`config.mk`:
```
export PLATFORM = sky130hd
export DESIGN_NAME = irq_arbiter_flat
export DESIGN_NICKNAME = d
export VERILOG_FILES = /design/src/rtl/irq_arbiter_if.sv /design/src/rtl/irq_arbiter.sv /design/src/flat_wrapper.sv
export SDC_FILE = /design/constraint.sdc
export NUM_CORES = 1
export LEC_CHECK = 0
export ABC_AREA = 1
export BUFFER_PORTS_ARGS = -buffer_cell sky130_fd_sc_hd__buf_2
export CAP_MARGIN = 10
export CORE_MARGIN = 1
export CORE_UTILIZATION = 59
export CTS_BUF_LIST = sky130_fd_sc_hd__clkbuf_8
export CTS_CLUSTER_SIZE = 10
export DETAILED_ROUTE_END_ITERATION = 16
export GPL_ROUTABILITY_DRIVEN = 1
export GPL_TIMING_DRIVEN = 0
export HOLD_SLACK_MARGIN = 0.12
export PLACE_DENSITY = 0.83
export SYNTH_ARGS = -nofsm -noshare
export SYNTH_HDL_FRONTEND = slang
export SYNTH_SLANG_ARGS = --single-unit
```
`constraint.sdc`:
```
create_clock -name clk -period 3.2 [get_ports clk]
set_input_delay 0.16 -clock clk [delete_from_list [all_inputs] [get_ports clk]]
set_output_delay 0.16 -clock clk [all_outputs]
set_load 0.02 [all_outputs]
```
`src/rtl/irq_arbiter_if.sv`:
```
// rtl/irq_arbiter_if.sv - signal bundle between the 8259 control block and irq_arbiter
//
// Purpose: groups the request/acknowledge lines, configuration inputs and
// status outputs of the priority resolver into one bundle.
//
// Port summary (directions seen from the arbiter, i.e. the slave modport):
//   in  ir[7:0]               raw interrupt request lines, asynchronous
//   in  inta_n                CPU interrupt acknowledge, active low, asynchronous
//   in  init                  one-clk soft reset of IRR, ISR and sequencer
//   in  level_edge_triggered  1 = level, 0 = edge
//   in  int_mask[7:0]         1 = IR masked
//   in  priority_rotate[2:0]  lowest-priority IR number
//   in  auto_eoi              clear ISR bit at end of INTA sequence
//   in  eoi[7:0]              one-clk pulse, clears matching ISR bits
//   in  vector_base[4:0]      T7..T3 of the vector byte
//   out int_req               INT to CPU
//   out irr[7:0], isr[7:0]    request / in-service registers
//   out data_out[7:0]         vector byte
//   out data_out_en           bus drive enable for data_out
//   out ack_irq[2:0]          IR number of the current or last sequence
//   out ack_done              one-clk pulse at end of sequence
interface irq_arbiter_if;
  logic [7:0] ir;
  logic       inta_n;
  logic       init;
  logic       level_edge_triggered;
  logic [7:0] int_mask;
  logic [2:0] priority_rotate;
  logic       auto_eoi;
  logic [7:0] eoi;
  logic [4:0] vector_base;

  logic       int_req;
  logic [7:0] irr;
  logic [7:0] isr;
  logic [7:0] data_out;
  logic       data_out_en;
  logic [2:0] ack_irq;
  logic       ack_done;

  modport master (
    output ir, inta_n, init, level_edge_triggered, int_mask,
           priority_rotate, auto_eoi, eoi, vector_base,
    input  int_req, irr, isr, data_out, data_out_en, ack_irq, ack_done
  );

  modport slave (
    input  ir, inta_n, init, level_edge_triggered, int_mask,
           priority_rotate, auto_eoi, eoi, vector_base,
    output int_req, irr, isr, data_out, data_out_en, ack_irq, ack_done
  );
endinterface

```
`src/rtl/irq_arbiter.sv`:
```
// rtl/irq_arbiter.sv - 8259 priority resolver and two-pulse INTA sequencer
//
// Purpose: holds IRR and ISR, resolves the highest-priority unmasked request
// under fully nested, rotating priority, raises INT and walks the two INTA
// pulses, presenting {vector_base, ack_irq} during the second pulse.
//
// Ports:
//   clk      in   system clock, rising edge
//   reset_n  in   asynchronous active-low reset
//   bus      slave modport of irq_arbiter_if (see that file for the signals)
//
// Parameter:
//   IRQ_SYNC  synchronizer depth for ir and inta_n (>= 2)
module irq_arbiter #(
  parameter int IRQ_SYNC = 2
) (
  input  logic          clk,
  input  logic          reset_n,
  irq_arbiter_if.slave  bus
);

  typedef enum logic [2:0] {
    ST_IDLE  = 3'd0,
    ST_REQ   = 3'd1,
    ST_ACK1  = 3'd2,
    ST_WAIT2 = 3'd3,
    ST_ACK2  = 3'd4
  } state_e;

  // ---------------------------------------------------------------------------
  // Input synchronizers. Stage 0 is the sampling flop; stage IRQ_SYNC is the
  // synchronized value, so a level sampled at edge k is usable at k+IRQ_SYNC.
  // ---------------------------------------------------------------------------
  logic [IRQ_SYNC:0][7:0] ir_pipe_q;
  logic [IRQ_SYNC:0]      inta_pipe_q;
  logic [7:0]             ir_hist_q;
  logic                   inta_prev_q;

  logic [7:0] ir_s;
  logic       inta_s;
  logic       inta_fall;
  logic       inta_rise;

  assign ir_s      = ir_pipe_q[IRQ_SYNC];
  assign inta_s    = inta_pipe_q[IRQ_SYNC];
  assign inta_fall = inta_prev_q & ~inta_s;
  assign inta_rise = ~inta_prev_q & inta_s;

  always_ff @(posedge clk or negedge reset_n) begin
    if (!reset_n) begin
      ir_pipe_q   <= '0;
      inta_pipe_q <= '1;
      ir_hist_q   <= '0;
      inta_prev_q <= 1'b1;
    end else if (bus.init) begin
      ir_pipe_q   <= '0;
      inta_pipe_q <= '1;
      ir_hist_q   <= '0;
      inta_prev_q <= 1'b1;
    end else begin
      ir_pipe_q   <= {ir_pipe_q[IRQ_SYNC-1:0], bus.ir};
      inta_pipe_q <= {inta_pipe_q[IRQ_SYNC-1:0], bus.inta_n};
      ir_hist_q   <= ir_s;
      inta_prev_q <= inta_s;
    end
  end

  // ---------------------------------------------------------------------------
  // Registered state and outputs
  // ---------------------------------------------------------------------------
  state_e     state_q, state_d;
  logic [7:0] irr_q, irr_d;
  logic [7:0] isr_q, isr_d;
  logic       int_req_q, int_req_d;
  logic [7:0] data_out_q, data_out_d;
  logic       data_out_en_q, data_out_en_d;
  logic [2:0] ack_irq_q, ack_irq_d;
  logic       ack_done_q, ack_done_d;
  logic       spurious_q, spurious_d;

  // Per-bit update requests produced by the output logic
  logic [7:0] isr_set;
  logic [7:0] isr_aeoi_clr;
  logic [7:0] irr_clr;

  // ---------------------------------------------------------------------------
  // Priority resolution. Rank 0 is the highest priority, i.e. IR number
  // priority_rotate+1; a request wins only if it outranks every ISR bit.
  // ---------------------------------------------------------------------------
  logic [7:0] req_vec;
  logic       cand_found;
  logic [2:0] cand_idx;
  logic [2:0] cand_rank;
  logic       isr_found;
  logic [2:0] isr_rank;
  logic       cand_valid;
  logic [2:0] scan_idx;

  always_comb begin
    req_vec    = irr_q & ~bus.int_mask;
    cand_found = 1'b0;
    cand_idx   = 3'd0;
    cand_rank  = 3'd0;
    isr_found  = 1'b0;
    isr_rank   = 3'd0;
    scan_idx   = 3'd0;
    for (int j = 0; j < 8; j++) begin
      scan_idx = bus.priority_rotate + 3'd1 + 3'(j);
      if (!cand_found && req_vec[scan_idx]) begin
        cand_found = 1'b1;
        cand_idx   = scan_idx;
        cand_rank  = 3'(j);
      end
      if (!isr_found && isr_q[scan_idx]) begin
        isr_found = 1'b1;
        isr_rank  = 3'(j);
      end
    end
    cand_valid = cand_found && (!isr_found || (cand_rank < isr_rank));
  end

  // ---------------------------------------------------------------------------
  // FSM: state register (with all registered outputs)
  // ---------------------------------------------------------------------------
  always_ff @(posedge clk or negedge reset_n) begin
    if (!reset_n) begin
      state_q       <= ST_IDLE;
      irr_q         <= '0;
      isr_q         <= '0;
      int_req_q     <= 1'b0;
      data_out_q    <= '0;
      data_out_en_q <= 1'b0;
      ack_irq_q     <= 3'b111;
      ack_done_q    <= 1'b0;
      spurious_q    <= 1'b0;
    end else if (bus.init) begin
      state_q       <= ST_IDLE;
      irr_q         <= '0;
      isr_q         <= '0;
      int_req_q     <= 1'b0;
      data_out_q    <= '0;
      data_out_en_q <= 1'b0;
      ack_irq_q     <= 3'b111;
      ack_done_q    <= 1'b0;
      spurious_q    <= 1'b0;
    end else begin
      state_q       <= state_d;
      irr_q         <= irr_d;
      isr_q         <= isr_d;
      int_req_q     <= int_req_d;
      data_out_q    <= data_out_d;
      data_out_en_q <= data_out_en_d;
      ack_irq_q     <= ack_irq_d;
      ack_done_q    <= ack_done_d;
      spurious_q    <= spurious_d;
    end
  end

  // ---------------------------------------------------------------------------
  // FSM: next-state logic. INTA activity outside a sequence is ignored.
  // ---------------------------------------------------------------------------
  always_comb begin
    state_d = state_q;
    case (state_q)
      ST_IDLE:  if (cand_valid) state_d = ST_REQ;
      ST_REQ:   if (inta_fall)  state_d = ST_ACK1;
      ST_ACK1:  if (inta_rise)  state_d = ST_WAIT2;
      ST_WAIT2: if (inta_fall)  state_d = ST_ACK2;
      ST_ACK2:  if (inta_rise)  state_d = ST_IDLE;
      default:  state_d = ST_IDLE;
    endcase
  end

  // ---------------------------------------------------------------------------
  // FSM: output logic (next values of the registered outputs)
  // ---------------------------------------------------------------------------
  always_comb begin
    int_req_d     = int_req_q;
    ack_irq_d     = ack_irq_q;
    spurious_d    = spurious_q;
    data_out_d    = 8'h00;
    data_out_en_d = 1'b0;
    ack_done_d    = 1'b0;
    isr_set       = 8'h00;
    isr_aeoi_clr  = 8'h00;
    irr_clr       = 8'h00;
    case (state_q)
      ST_IDLE: int_req_d = cand_valid;
      ST_REQ: begin
        // INT is held even if the candidate disappears; the first INTA
        // falling edge is the freeze point that decides real vs spurious.
        if (inta_fall) begin
          int_req_d = 1'b0;
          if (cand_valid) begin
            isr_set[cand_idx] = 1'b1;
            irr_clr[cand_idx] = 1'b1;
            ack_irq_d         = cand_idx;
            spurious_d        = 1'b0;
          end else begin
            ack_irq_d  = 3'd7;
            spurious_d = 1'b1;
          end
        end
      end
      ST_ACK2: begin
        if (inta_rise) begin
          ack_done_d = 1'b1;
          if (bus.auto_eoi && !spurious_q) isr_aeoi_clr[ack_irq_q] = 1'b1;
        end else begin
          data_out_en_d = 1'b1;
          data_out_d    = {bus.vector_base, ack_irq_q};
        end
      end
      default: ;
    endcase
  end

  // ---------------------------------------------------------------------------
  // IRR / ISR next state. The winner's IRR clear overrides a same-cycle new
  // edge on that bit; an ISR set overrides a same-cycle EOI on that bit.
  // ---------------------------------------------------------------------------
  logic [7:0] ir_new_edge;

  always_comb begin
    ir_new_edge = ir_s & ~ir_hist_q;
    if (bus.level_edge_triggered) irr_d = ir_s & ~irr_clr;
    else                          irr_d = (irr_q | ir_new_edge) & ~irr_clr;
    isr_d = (isr_q & ~bus.eoi & ~isr_aeoi_clr) | isr_set;
  end

  assign bus.int_req     = int_req_q;
  assign bus.irr         = irr_q;
  assign bus.isr         = isr_q;
  assign bus.data_out    = data_out_q;
  assign bus.data_out_en = data_out_en_q;
  assign bus.ack_irq     = ack_irq_q;
  assign bus.ack_done    = ack_done_q;

endmodule
```
`src/flat_wrapper.sv`:
```
// flat-port wrapper written by rule: the top's interface ports become plain ports
module irq_arbiter_flat 
#(
  parameter int IRQ_SYNC = 2
)
  (clk, reset_n, bus_ir, bus_inta_n, bus_init, bus_level_edge_triggered, bus_int_mask, bus_priority_rotate, bus_auto_eoi, bus_eoi, bus_vector_base, bus_int_req, bus_irr, bus_isr, bus_data_out, bus_data_out_en, bus_ack_irq, bus_ack_done);
  irq_arbiter_if bus_i ();
  input  logic clk;
  input  logic reset_n;
  input wire logic [$bits(bus_i.ir)-1:0] bus_ir;
  input wire logic [$bits(bus_i.inta_n)-1:0] bus_inta_n;
  input wire logic [$bits(bus_i.init)-1:0] bus_init;
  input wire logic [$bits(bus_i.level_edge_triggered)-1:0] bus_level_edge_triggered;
  input wire logic [$bits(bus_i.int_mask)-1:0] bus_int_mask;
  input wire logic [$bits(bus_i.priority_rotate)-1:0] bus_priority_rotate;
  input wire logic [$bits(bus_i.auto_eoi)-1:0] bus_auto_eoi;
  input wire logic [$bits(bus_i.eoi)-1:0] bus_eoi;
  input wire logic [$bits(bus_i.vector_base)-1:0] bus_vector_base;
  output wire logic [$bits(bus_i.int_req)-1:0] bus_int_req;
  output wire logic [$bits(bus_i.irr)-1:0] bus_irr;
  output wire logic [$bits(bus_i.isr)-1:0] bus_isr;
  output wire logic [$bits(bus_i.data_out)-1:0] bus_data_out;
  output wire logic [$bits(bus_i.data_out_en)-1:0] bus_data_out_en;
  output wire logic [$bits(bus_i.ack_irq)-1:0] bus_ack_irq;
  output wire logic [$bits(bus_i.ack_done)-1:0] bus_ack_done;
  assign bus_i.ir = bus_ir;
  assign bus_i.inta_n = bus_inta_n;
  assign bus_i.init = bus_init;
  assign bus_i.level_edge_triggered = bus_level_edge_triggered;
  assign bus_i.int_mask = bus_int_mask;
  assign bus_i.priority_rotate = bus_priority_rotate;
  assign bus_i.auto_eoi = bus_auto_eoi;
  assign bus_i.eoi = bus_eoi;
  assign bus_i.vector_base = bus_vector_base;
  assign bus_int_req = bus_i.int_req;
  assign bus_irr = bus_i.irr;
  assign bus_isr = bus_i.isr;
  assign bus_data_out = bus_i.data_out;
  assign bus_data_out_en = bus_i.data_out_en;
  assign bus_ack_irq = bus_i.ack_irq;
  assign bus_ack_done = bus_i.ack_done;
  irq_arbiter #(.IRQ_SYNC(IRQ_SYNC)) u_core (.clk(clk), .reset_n(reset_n), .bus(bus_i));
endmodule
```
* After elaboration in Yosys (flattened, before gate mapping) *
Index checks and enable logic that the tools add are counted.

operators by class
  add/sub/neg operators = 8
  order comparisons = 13
  eq/ne operators = 9
  multiplexer cells = 114
  bitwise operators = 17
  reductions and logical operators = 42

operators by type and width
  kind                   number
  $mux W8                13
  $mux W3                27
  $mux W1                49
  $and A8 B8 Y8          6
  $bmux W1 S3            16
  $lt A3 B4 Y1 const B   10
  $not A8 Y8             5
  $mux W24               1
  $logic_and A1 B1 Y1    18
  $logic_not A1 Y1       16
  $or A8 B8 Y8           2
  $ne A3 B2 Y1 const B   5
  $pmux W3 S5            1
  $add A3 B3 Y3 const B  4
  $mux W2                4
  $add A3 B1 Y3 const B  2
  $add A3 B2 Y3 const B  2
  $demux W1 S3           2
  $eq A3 B2 Y1 const B   2
  $ge A3 B1 Y1 const B   2
  $reduce_and A5 Y1      1
  $reduce_and A2 Y1      2
  $reduce_bool A2 Y1     2
  $eq A3 B1 Y1 const B   1
  other kinds (8)        10

word-level totals
  register bits = 70
  input bits = 38
  output and inout port bits = 30
  word-level logic and storage cells = 218

* Logic depth before layout (Yosys ltp) *
  depth after elaboration = 37
  gate-level depth with buffers = 29
  depth with buffers taken out = 27

* Worst setup path before layout *
OpenSTA, ideal clock, no wires.

  path type = in2reg
  start point = input port bus_priority_rotate[0]
  end point = register u_core.ack_irq_q[2], in the netlist u_core.bus.ack_irq[2]
  library setup time = 76 ps
  arrival = 2,957 ps
  required time = 3,124 ps
  setup slack = 167 ps
  cell stages on the path = 27
  path buffers = 3
  cells stage by stage = buf_6 -> inv_4 -> buf_6 -> ha_1 -> inv_2 -> nand2_1 -> nand2_1 -> buf_6 -> nand3_2 -> nand3_2 -> nand2_2 -> nor2_4 -> nand4_4 -> nor2_4 -> nand3_2 -> inv_2 -> nor2_1 -> nand3b_1 -> ha_1 -> a21oi_1 -> nand2_1 -> nand2_2 -> nand2_2 -> nor2_2 -> nand3_1 -> o21ai_1 -> inv_1

between the ends
  cells in the longest elaborated chain, start to end = 32
  elaborated cells between the ends (all ways) = 114
  classes of those cells = add/sub (8); order compare (1); mux (74); reduce/logical (31)

ends and longest elaborated chain
  element                                                 RTL line            text
  start, declared                                         flat_wrapper.sv:15  input wire logic [$bits(bus_i.priority_rotate)-1:0] bus_priority_rotate;
  $add A3 B1 Y3 *                                         irq_arbiter.sv:108  scan_idx = bus.priority_rotate + 3'd1 + 3'(j);
  branches (longest 27 deep; another with $add A3 B1 Y3)  n/a
  $mux W3 *                                               irq_arbiter.sv:194  if (cand_valid) begin
  $mux W3 *                                               irq_arbiter.sv:192  if (inta_fall) begin
  $mux W3 *                                               irq_arbiter.sv:187  case (state_q)
  $mux W3 *                                               irq_arbiter.sv:136  end else if (bus.init) begin
  end signal, assigned                                    irq_arbiter.sv:153  ack_irq_q <= ack_irq_d;
  end, declared                                           irq_arbiter.sv:77   logic [2:0] ack_irq_q, ack_irq_d;

Mark *: on every way between the ends. The select of a mux whose other input is x is not followed.
A chain may end at the register's enable or synchronous reset.

* Worst setup path after layout *
  start point = input port bus_priority_rotate[0]
  end point = register u_core.state_q[1]

between the ends
  cells in the longest elaborated chain, start to end = 30
  elaborated cells between the ends (all ways) = 104
  classes of those cells = add/sub (8); order compare (1); eq/ne (1); mux (62); reduce/logical (32)

ends and longest elaborated chain
  element                                                 RTL line            text
  $add A3 B1 Y3 *                                         irq_arbiter.sv:108
  branches (longest 26 deep; another with $add A3 B1 Y3)  n/a
  $logic_and A1 B1 Y1 *                                   irq_arbiter.sv:119  cand_valid = cand_found && (!isr_found || (cand_rank < isr_rank));
  $ne A3 B2 Y1 (no line) *                                n/a
  $reduce_and A5 Y1 (no line) *                           n/a
  end signal, assigned                                    irq_arbiter.sv:147  state_q <= state_d;
  end, declared                                           irq_arbiter.sv:71   state_e state_q, state_d;

Marked as above.

==> qor.csv <==
metric,value,unit
Post-synth ARST share,100,%
arrival time at the worst endpoint,3330,ps
Final Skew,5.47,ps
startpoint types,input port,
combinational family with the most area after synthesis,simple AND/OR/NAND/NOR gates,
gr usage total,31.8,%
Fin. Hold Viols,0,
"Warnings, synthesis",0,
Mapped Nets,638,
first-pass GRT wire length,18300,um
IO buf count,65,
category of the most critical setup path,input port to flip-flop,
Avg WL per Cell,14.5,um
initial antenna violation count,0,
Worst Path Required,3460,ps
Mean Syn Cell Area,7.13,sq um
f_max,326,MHz
worst vdd ir,531,uV
n_diodes,0,
CTS tree,done,
Iteration-0 DRC Markers,217,
hpwl dp,7990,um
LEAKAGE,2.91,nW
Seq. cell area,1760,sq um
pin count of the biggest net entering global routing,71,
r2r setup slk,260,ps
Post-Synth XOR/XNOR Area,0,%
final wirelength,11700,um
RR Endpoint,u_core.state_q[1]$_DFFE_PN0P_,
"Slowest-stage cell, CP",ha_4,
top sig layer,met4,
"Clk Latency, worst-skew pair",340,ps
vias per inst,5.30,
root buf cell,clkbuf_8,
Max Transition Viols Final,0,
Hold WS,134,ps
total number of H-tree levels,3,
Met1 Routed Length,4450,um
reg-to-reg critical path startpoint,u_core.bus.irr[1]$_DFF_PN0_,
Hold Crit Class,input port to flip-flop,
Die X,86.9,um
I/O pin total,68,
Critical Path Source,bus_priority_rotate[0],
met2 WL post-DR,6230,um
Synth Register Bits,70,
largest area contributor in the netlist,dfrtp_1,
Post-Synth Adder-Cell Area,1.18,%
Tightest Pin Transition,836,ps
post-synthesis cell type count,40,
post-synthesis simple-gate area fraction,39.0,%
antenna-violating nets left,0,
CTS Sinks,70,
multi-input logic area,2150,sq um
layout cells sized above 1,26.1,%
Congestion Overflow GR,0,
Die Area,7550,sq um
# setup viols final,0,
MaxCap Viol Count,0,
cell area after synthesis,4250,sq um
post-synthesis sequential area ratio,41.4,%
"Core Util, Final",78.2,%
R2R cell count,23,
total number of vias,4263,
Critical Path End Type,flip-flop,
crit-path max FO,7,
"EDFF count, synth",0,
min Tclk post-route,3070,ps
slew margin rel.,44.3,%
Synth area leaders,"dfrtp_1 37%, nand2_1 14%, nor2_1 9.0%",
total chip power,2.52,mW
Final period util,95.8,%
Synth top area share,37.1,%
row cnt,30,
worst stage delay on the critical path,220,ps
Most used DFF post-synth,dfrtp_1,
number of global-route vias before repair,4050,
Compound-Gate Fraction of Synth Area,7.07,%
Fill cells,493,
pwr/cell area,468,nW/um^2
TritonRoute pass-1 iters,5,
fin nets,746,
post-synthesis mux area share,0,%
Clock Pin Slew Worst Setup and Hold Paths,70,ps
drt drc,0,
Mapped Cells,596,
DIE HEIGHT,86.9,um
starting density of the core,61.9,%
core area,6870,sq um
DR WL met3,689,um
status,"complete, no violations",
Synth-to-Final Area Change,26.4,%
Critical path destination,u_core.state_q[1]$_DFFE_PN0P_,
GPL Wtd Cong,0.936,
clk buf depth,2,
Inserted Clock Buffers,9,
-- power breakdown --
| part | internal, mW | switching, mW |
|---|---|---|
| Sequential | 0.926 | 0.0285 |
| Combinational | 0.251 | 0.469 |
| Clock | 0.513 | 0.329 |
-- final cells by class --
cell class	count	area share [%]
Multi-Input combinational cell	413	40.1
Clock inverter	7	2.10
Clock buffer	9	2.31
Inverter	95	6.82
Sequential cell	70	32.8
Buffer	18	2.40
Tap cell	96	2.24
Timing Repair Buffer	97	11.3
-- cells in the final DEF (no fill, tap or decap), types with 4 or more instances in the layout --
master / count
nand2_1: 144
dlygate4sd3_1: 15
clkbuf_8: 9
dfrtp_1: 63
a32oi_1: 8
nor2_2: 6
nor2_4: 10
nand2_2: 18
nand3_2: 9
o21ai_0: 14
inv_2: 4
nor2_1: 97
a21oi_1: 4
nor3_1: 6
buf_4: 21
nand3_1: 50
clkbuf_1: 7
dfstp_2: 7
nand4_1: 7
inv_1: 87
buf_6: 5
o21ai_1: 5
buf_2: 65
-- worst max-delay path, delay by kind of cell --
family | cells | cell delay [ps]
AND/OR/NAND/NOR | 18 | 1780
AO/OA/AOI/OAI | 1 | 200
buffers and inverters | 8 | 720
adder cells (fa/ha/maj) | 2 | 440
-- cells by family (layout without fill, tap and decap cells) --
group	count (synthesis)	count (layout)
flip-flops	70	70
adder cells (fa/ha/maj)	4	4
AND/OR/NAND/NOR	362	362
buffers and inverters	113	226
AO/OA/AOI/OAI	47	47
-- metrics by stage --
| stage | cell area, sq um | setup TNS (ps) | cells | setup slack, ps |
|---|---|---|---|---|
| finish | 5370 | 0 | 805 | 133 |
| floorplan | 4250 | 0 | 596 | 167 |
| detailed placement | 4700 | -11650 | 757 | -557 |
| global placement | 4700 | -10070 | 757 | -506 |
| CTS | 5170 | 0 | 790 | 35.7 |
| global route | 5370 | -199 | 805 | -49.0 |
-- per-layer routing --
metal  global-route usage [%]  vias to the layer above
li1                         -                     2074
met1                     36.4                     1985
met2                     58.7                      178
met3                     5.31                       26
met4                     13.3                        0
met5                        0                        -
-- how the worst min path moves through the flow --
stage	endpoint	cells past startpoint	slack, ps	from
global route	u_core.bus.isr[6]$_DFF_PN0_	4	160	bus_eoi[6]
floorplan	u_core.bus.ack_done$_DFF_PN0_	0	-140	reset_n
global placement	u_core.inta_pipe_q[0]$_DFF_PN1_	2	350	bus_inta_n
detailed placement	u_core.bus.data_out[4]$_DFF_PN0_	1	310	reset_n
finish	u_core.bus.isr[6]$_DFF_PN0_	4	130	bus_eoi[6]
CTS	u_core.bus.isr[6]$_DFF_PN0_	4	130	bus_eoi[6]
-- flip-flops by register name, summed over array words and instances (netlist names), 3 cells and up --
| register | count |
|---|---|
| u_core.bus.ack_irq | 3 |
| u_core.bus.isr | 8 |
| u_core.ir_s | 8 |
| u_core.ir_hist_q | 8 |
| u_core.bus.irr | 8 |
| u_core.state_q | 3 |
| u_core.bus.data_out | 8 |
| u_core.ir_pipe_q | 16 |
| u_core.inta_pipe_q | 3 |
-- synthesized netlist by cell type, types with 2 or more instances --
library cell and count:
o21ai_2 3, inv_2 5, nand4_4 2, nand2_2 10
nand4_1 7, inv_4 2, nand2_1 153, o21ai_1 5
nand3_2 9, dfrtp_1 63, a21oi_1 6, o21ai_0 15
o21bai_1 2, ha_1 4, nand3_1 51, nor3b_1 2
nor2_2 8, dfstp_2 7, buf_2 3, nor2_1 102
nor2_4 3, buf_6 6, o211ai_1 3, or2_2 3
a31oi_1 2, a32oi_1 8, nand2_4 2, inv_1 87
clkbuf_1 7, nor3_1 6
-- timing repair --
action                                  4_1_cts  5_1_grt
pin swaps                                     3       14
gates cloned                                  0        0
hold buffers                                 15        0
setup buffers                                 2       15
endpoints found under the setup margin       24       24
gates resized for setup                      15       25
endpoints found under the hold margin        77        0
Note: power is estimated with default switching activity, not from simulation.
